**config.mk**
```make
export PLATFORM = sky130hd
export DESIGN_NAME = sram_like_responder_flat
export DESIGN_NICKNAME = d
export VERILOG_FILES = /design/src/rtl/sram_like_responder_if.sv /design/src/rtl/sram_like_responder.sv /design/src/flat_wrapper.sv
export SDC_FILE = /design/constraint.sdc
export NUM_CORES = 1
export LEC_CHECK = 0
export ABC_AREA = 1
export ABC_CLOCK_PERIOD_IN_PS = 2200
export BUFFER_PORTS_ARGS = -buffer_cell sky130_fd_sc_hd__buf_2
export CAP_MARGIN = 20
export CORE_AREA = 2 2 113 115
export CTS_BUF_LIST = sky130_fd_sc_hd__clkbuf_4 sky130_fd_sc_hd__clkbuf_8 sky130_fd_sc_hd__clkbuf_16
export DETAILED_ROUTE_END_ITERATION = 7
export DIE_AREA = 0 0 115 117
export PLACE_DENSITY = 0.71
export SETUP_SLACK_MARGIN = 0.2
export SYNTH_ARGS = -nofsm -noshare
export SYNTH_HDL_FRONTEND = slang
export SYNTH_SLANG_ARGS = --single-unit
```
**constraint.sdc**
```tcl
create_clock -name clk -period 2.2 [get_ports clk]
set_input_delay 0.33 -clock clk [delete_from_list [all_inputs] [get_ports clk]]
set_output_delay 0.33 -clock clk [all_outputs]
set_load 0.05 [all_outputs]
```
**src/rtl/sram_like_responder_if.sv**
```systemverilog
// sram-like request/response bundle between a master (fetch/memory stage) and a responder.
//   req/wr/size/addr/wstrb/wdata : request, driven by the master
//   addr_ok                      : request accepted when req && addr_ok
//   data_ok/rdata                : one-cycle in-order response pulse with read data
interface sram_like_responder_if;
    logic        req;
    logic        wr;
    logic [1:0]  size;
    logic [31:0] addr;
    logic [3:0]  wstrb;
    logic [31:0] wdata;
    logic        addr_ok;
    logic        data_ok;
    logic [31:0] rdata;

    modport master (
        output req, wr, size, addr, wstrb, wdata,
        input  addr_ok, data_ok, rdata
    );

    modport slave (
        input  req, wr, size, addr, wstrb, wdata,
        output addr_ok, data_ok, rdata
    );
endinterface

```
**src/rtl/sram_like_responder.sv**
```systemverilog
// Responder end of the sram-like bus. Accepted requests are issued to a synchronous single-port
// word RAM in the accept cycle and answered in acceptance order, no earlier than DATA_LAT cycles
// after acceptance, with at most DEPTH requests outstanding.
//   clk, resetn          : clock (posedge), asynchronous active-low reset
//   bus (slave)          : sram-like request/response signals
//   addr_stall           : forces addr_ok low
//   data_stall           : forces data_ok low (latency timers keep running)
//   ram_en/ram_we        : RAM access enable, byte write enables (0 for reads)
//   ram_addr/ram_wdata   : RAM word address and write data
//   ram_rdata            : RAM read data, valid the cycle after a read access
module sram_like_responder #(
    parameter int unsigned DEPTH    = 2,
    parameter int unsigned DATA_LAT = 1,
    parameter int unsigned ADDR_W   = 16
) (
    input  logic                  clk,
    input  logic                  resetn,
    sram_like_responder_if.slave  bus,
    input  logic                  addr_stall,
    input  logic                  data_stall,
    output logic                  ram_en,
    output logic [3:0]            ram_we,
    output logic [ADDR_W-1:0]     ram_addr,
    output logic [31:0]           ram_wdata,
    input  logic [31:0]           ram_rdata
);

    localparam int unsigned PTR_W = (DEPTH > 1) ? $clog2(DEPTH) : 1;
    localparam int unsigned CNT_W = $clog2(DEPTH + 1);
    localparam logic [CNT_W-1:0] DEPTH_C  = CNT_W'(DEPTH);
    localparam logic [PTR_W-1:0] LAST_PTR = PTR_W'(DEPTH - 1);
    localparam logic [3:0]       LAT_C    = 4'(DATA_LAT);

    logic [CNT_W-1:0] count_q;
    logic [PTR_W-1:0] wr_ptr_q;
    logic [PTR_W-1:0] rd_ptr_q;
    // A read accepted last cycle whose RAM data is on ram_rdata this cycle.
    logic             cap_q;
    logic [PTR_W-1:0] cap_ptr_q;

    logic             is_wr_q [DEPTH];
    logic [3:0]       age_q   [DEPTH];
    logic [31:0]      data_q  [DEPTH];

    logic accept;
    logic head_elig;
    logic fwd;

    function automatic logic [PTR_W-1:0] ptr_inc(input logic [PTR_W-1:0] p);
        return (p == LAST_PTR) ? '0 : p + 1'b1;
    endfunction

    // Only count, the stall hook and reset: the master builds req from addr_ok.
    assign bus.addr_ok = resetn && (count_q < DEPTH_C) && !addr_stall;
    assign accept      = bus.req && bus.addr_ok;
    assign head_elig   = (count_q != '0) && (age_q[rd_ptr_q] >= LAT_C);
    assign bus.data_ok = head_elig && !data_stall;
    // Head read whose RAM data arrives this very cycle has not been captured yet.
    assign fwd         = cap_q && (cap_ptr_q == rd_ptr_q);

    always_comb begin
        bus.rdata = 32'h0;
        if (bus.data_ok && !is_wr_q[rd_ptr_q]) begin
            bus.rdata = fwd ? ram_rdata : data_q[rd_ptr_q];
        end
    end

    always_comb begin
        ram_en    = accept;
        ram_we    = (accept && bus.wr) ? bus.wstrb : 4'h0;
        ram_addr  = bus.addr[ADDR_W+1:2];
        ram_wdata = bus.wdata;
    end

    always_ff @(posedge clk or negedge resetn) begin
        if (!resetn) begin
            count_q   <= '0;
            wr_ptr_q  <= '0;
            rd_ptr_q  <= '0;
            cap_q     <= 1'b0;
            cap_ptr_q <= '0;
            for (int i = 0; i < DEPTH; i++) begin
                is_wr_q[i] <= 1'b0;
                age_q[i]   <= 4'h0;
                data_q[i]  <= 32'h0;
            end
        end else begin
            // Timers run for every slot regardless of head position or data_stall.
            for (int i = 0; i < DEPTH; i++) begin
                if (age_q[i] < LAT_C) begin
                    age_q[i] <= age_q[i] + 4'h1;
                end
            end

            if (cap_q) begin
                data_q[cap_ptr_q] <= ram_rdata;
            end

            if (accept) begin
                is_wr_q[wr_ptr_q] <= bus.wr;
                age_q[wr_ptr_q]   <= 4'h1;
                wr_ptr_q          <= ptr_inc(wr_ptr_q);
            end
            cap_q     <= accept && !bus.wr;
            cap_ptr_q <= wr_ptr_q;

            if (bus.data_ok) begin
                rd_ptr_q <= ptr_inc(rd_ptr_q);
            end

            case ({accept, bus.data_ok})
                2'b10:   count_q <= count_q + 1'b1;
                2'b01:   count_q <= count_q - 1'b1;
                default: count_q <= count_q;
            endcase
        end
    end

    // size and the address bits outside the RAM word index are intentionally ignored.
    logic unused_inputs;
    assign unused_inputs = ^{bus.size, bus.addr[31:ADDR_W+2], bus.addr[1:0]};

endmodule

```
**src/flat_wrapper.sv**
```systemverilog
// flat-port wrapper written by rule: the top's interface ports become plain ports
module sram_like_responder_flat 
#(
    parameter int unsigned DEPTH    = 2,
    parameter int unsigned DATA_LAT = 1,
    parameter int unsigned ADDR_W   = 16
)
  (clk, resetn, addr_stall, data_stall, ram_en, ram_we, ram_addr, ram_wdata, ram_rdata, bus_req, bus_wr, bus_size, bus_addr, bus_wstrb, bus_wdata, bus_addr_ok, bus_data_ok, bus_rdata);
  sram_like_responder_if bus_i ();
  input  logic clk;
  input  logic resetn;
  input  logic addr_stall;
  input  logic data_stall;
  output logic ram_en;
  output logic [3:0] ram_we;
  output logic [ADDR_W-1:0] ram_addr;
  output logic [31:0] ram_wdata;
  input  logic [31:0] ram_rdata;
  input wire logic [$bits(bus_i.req)-1:0] bus_req;
  input wire logic [$bits(bus_i.wr)-1:0] bus_wr;
  input wire logic [$bits(bus_i.size)-1:0] bus_size;
  input wire logic [$bits(bus_i.addr)-1:0] bus_addr;
  input wire logic [$bits(bus_i.wstrb)-1:0] bus_wstrb;
  input wire logic [$bits(bus_i.wdata)-1:0] bus_wdata;
  output wire logic [$bits(bus_i.addr_ok)-1:0] bus_addr_ok;
  output wire logic [$bits(bus_i.data_ok)-1:0] bus_data_ok;
  output wire logic [$bits(bus_i.rdata)-1:0] bus_rdata;
  assign bus_i.req = bus_req;
  assign bus_i.wr = bus_wr;
  assign bus_i.size = bus_size;
  assign bus_i.addr = bus_addr;
  assign bus_i.wstrb = bus_wstrb;
  assign bus_i.wdata = bus_wdata;
  assign bus_addr_ok = bus_i.addr_ok;
  assign bus_data_ok = bus_i.data_ok;
  assign bus_rdata = bus_i.rdata;
  sram_like_responder #(.DEPTH(DEPTH), .DATA_LAT(DATA_LAT), .ADDR_W(ADDR_W)) u_core (.clk(clk), .resetn(resetn), .bus(bus_i), .addr_stall(addr_stall), .data_stall(data_stall), .ram_en(ram_en), .ram_we(ram_we), .ram_addr(ram_addr), .ram_wdata(ram_wdata), .ram_rdata(ram_rdata));
endmodule
```
==> results.md <==
- Final core utilization: 0.511
- Setup TNS: 0 ns
- Clock Sinks: 80
- Asr flop ratio synth: 1.00
- Critical path origin: u_core.rd_ptr_q$_DFFE_PN0P_
- Fmax: 478 MHz
- I/O pins: 195
- Vias in the first global route: 4068
- Post-DRT Antenna Nets: 0
- H-tree Lvls: 3
- FF/Latch Area: 2000 um2
- WP data required: 1.87 ns
- Synth Warn #: 0
- Nature of the critical path startpoint: flip-flop
- Fill cell instance count of the final layout: 1172
- P_leak: 0.00346 uW
- Detailed-route via count: 4202
- Iteration-0 DRC Markers: 280
- Actual slew at the worst max-slew pin: 0.630 ns
- Worst vdd ir: 0.00123 V
- Post-synth top area share: 0.418
- Cell Area, Synth: 4790 um2
- Critical path type: flip-flop to primary output
- Clock Latency Late Sink: 0.33 ns
- Final HPWL DP: 7030 um
- # hold bufs at CTS: 0
- Drt wl/cell: 14.1 um
- Post-synth top area cell: dfrtp_1
- MaxCap Viol Count: 0
- Area of the multi-input gates: 2210 um2
- Crit. End Element: primary output
- Min cycle time layout: 2.09 ns
- CP cell instances: buf_12, nor2_4, nand3_4, nand4_4, buf_12, buf_12, nor2_4, buf_6
- 1st-pass router iterations: 5
- Die area: 13500 um2
- Vert. Die Dim: 117 um
- Clock-pin slew on the worst setup and hold paths: 0.07 ns
- Top post-synthesis cells by count: nand2_1, inv_1, dfrtp_1
- Final hold vios: 0
- Synth Flop Type: dfrtp_1
- Worst Path Buf+Inv: 4
- #FFs+latches synth: 80
- First-pass GRT wire length: 20000 um
- EDFF count, synth: 0
- Initial Utilization: 0.389
- DRC: 0
- Reg2reg start: u_core.rd_ptr_q$_DFFE_PN0P_
- CTS buffer count: 9
- Sequential area share after synthesis: 0.418
- RePlAce Congestion: 0.728
- Mapped Avg Cell Area: 7.19 um2
- Placement Rows: 41
- Final Non-Filler Cells: 874
- Initial antenna violation count: 0
- Hold crit path type: input port to asynchronous set/reset pin
- Power Density: 1590 nW/um2
- Net switching power: 4510 uW
- Pin count of the biggest net entering global routing: 65
- CTS tree: yes
- Synth area leaders: dfrtp_1, nand2_1, buf_4
- Period Utilization, post-route: 0.951
- Critical path's slowest cell: dfrtp_2
- Slew Limit Fails: 0
- Final worst setup slack: 0.108 ns
- Total wire length: 12300 um
- I/O Buffers: 80
- Placed instance count: 830
- CP arrival: 1.76 ns
- Layout cells sized above 1: 0.276
- Sw Ratio: 0.451
- Final setup viols: 0
- Most used cell, CP: buf_12
- Yosys cell types: 23
- Worst path max stage delay: 0.46 ns
- Root Buffer: clkbuf_16
- Post-Syn Instances: 666
- P_int: 5490 uW
- Gr ovfl total: 0
- Status: finished clean
- Area Overhead vs Synth: 31.4%
- Die Width: 115 um
- Most frequent cell after synthesis: nand2_1
- Share of power burned in registers: 0.255
- Clk network pwr share: 0.148
- CP Max Fanout: 8
- Clock skew: 0.00736 ns
- Vias per cell: 4.81
- Syn_nets: 779
- Pre-CTS setup slack: 0.271 ns
- Final net count: 832
- Comb pwr share: 0.597
- RSZ-0062 raised after global routing: yes
- Gr usage total: 0.190
- Max-slew headroom: 0.580
- Top delay family on crit path: buffers and inverters
- Antenna diode count: 0
- Core area: 12300 um2
- Maximum clock path buffer count: 2
-- power by group through the flow --
stage	clock network, uW	logic (uW)	registers (uW)
4_1_cts	1520	5670	2540
3_3_place_gp	0	4120	2540
3_5_place_dp	0	4160	2560
6_report	1480	5970	2550
2_1_floorplan	0	3590	2480
5_1_grt	1590	6560	2660
-- through the flow --
| step | area, um2 | total power [uW] | hold slack (ns) |
|---|---|---|---|
| 6_report | 6290 | 10000 | 0.0612 |
| 2_1_floorplan | 4840 | 6070 | 0.0344 |
| 3_5_place_dp | 5010 | 6730 | 0.419 |
| 3_3_place_gp | 5010 | 6650 | 0.422 |
| 4_1_cts | 6120 | 9730 | 0.0629 |
| 5_1_grt | 6290 | 10800 | 0.0761 |
-- flip-flops by register name (all words and copies together) (netlist names) --
| name | cells |
|---|---|
| u_core.age_q | 8 |
| u_core.cap_ptr_q | 1 |
| u_core.count_q | 2 |
| u_core.rd_ptr_q | 1 |
| u_core.data_q | 64 |
| u_core.wr_ptr_q | 1 |
| u_core.is_wr_q | 2 |
| u_core.cap_q | 1 |
-- layout make-up --
class                   count  share of cell area
multi-input cells         419               0.351
flip-flops and latches     80               0.319
repair buffers            126               0.202
inverters                  83              0.0499
clock buffers              10              0.0370
well taps                 150              0.0298
clock inverters             6              0.0111
-- metal layers --
layer,global-route usage,part of all wire,up-vias
li1,-,-,2121
met1,0.243,0.43,1957
met2,0.331,0.51,111
met3,0.0340,0.054,13
met4,0.0586,0.0090,0
met5,0,0,-
-- cell families after synthesis --
group | synth area share
and+or+nand+nor | 0.304
buffers and inverters | 0.184
DFF | 0.418
AOI/OAI and AO/OA | 0.0742
adders and majority gates | 0.0131
xor gates and xnor gates | 0.00732
-- cells in the final DEF (no fill, tap or decap), drive strengths merged --
cell	count
nand2	215
buf	125
inv	83
dfrtp	80
nand3	72
o21ai	70
nor2	45
clkbuf	11
nor3b	5
ha	5
clkinv	5
xor2	2
xnor2	2
nand4	2
a21oi	1
bufinv	1
-- final timing paths --
path | to | slack, ns | depth (start not counted)
min | u_core.data_q[56]$_DFFE_PN0P_ | 0.06 | 2
min in group clk | u_core.cap_q$_DFF_PN0_ | 0.19 | 2
max in group asynchronous | u_core.cap_q$_DFF_PN0_ | 1.11 | 3
max | bus_rdata[7] | 0.11 | 8
min reg2reg | u_core.cap_ptr_q$_DFF_PN0_ | 0.48 | 0
max reg2reg | u_core.count_q[1]$_DFFE_PN0P_ | 0.30 | 10
-- what timing repair did --
| item | in CTS | in global routing |
|---|---|---|
| endpoints found under the setup margin | 37 | 38 |
| buffers inserted | 17 | 2 |
| gates resized for setup | 156 | 30 |
| pin swaps | 7 | 8 |
| cloned | 7 | 2 |
(Power assumes the default switching activity.)
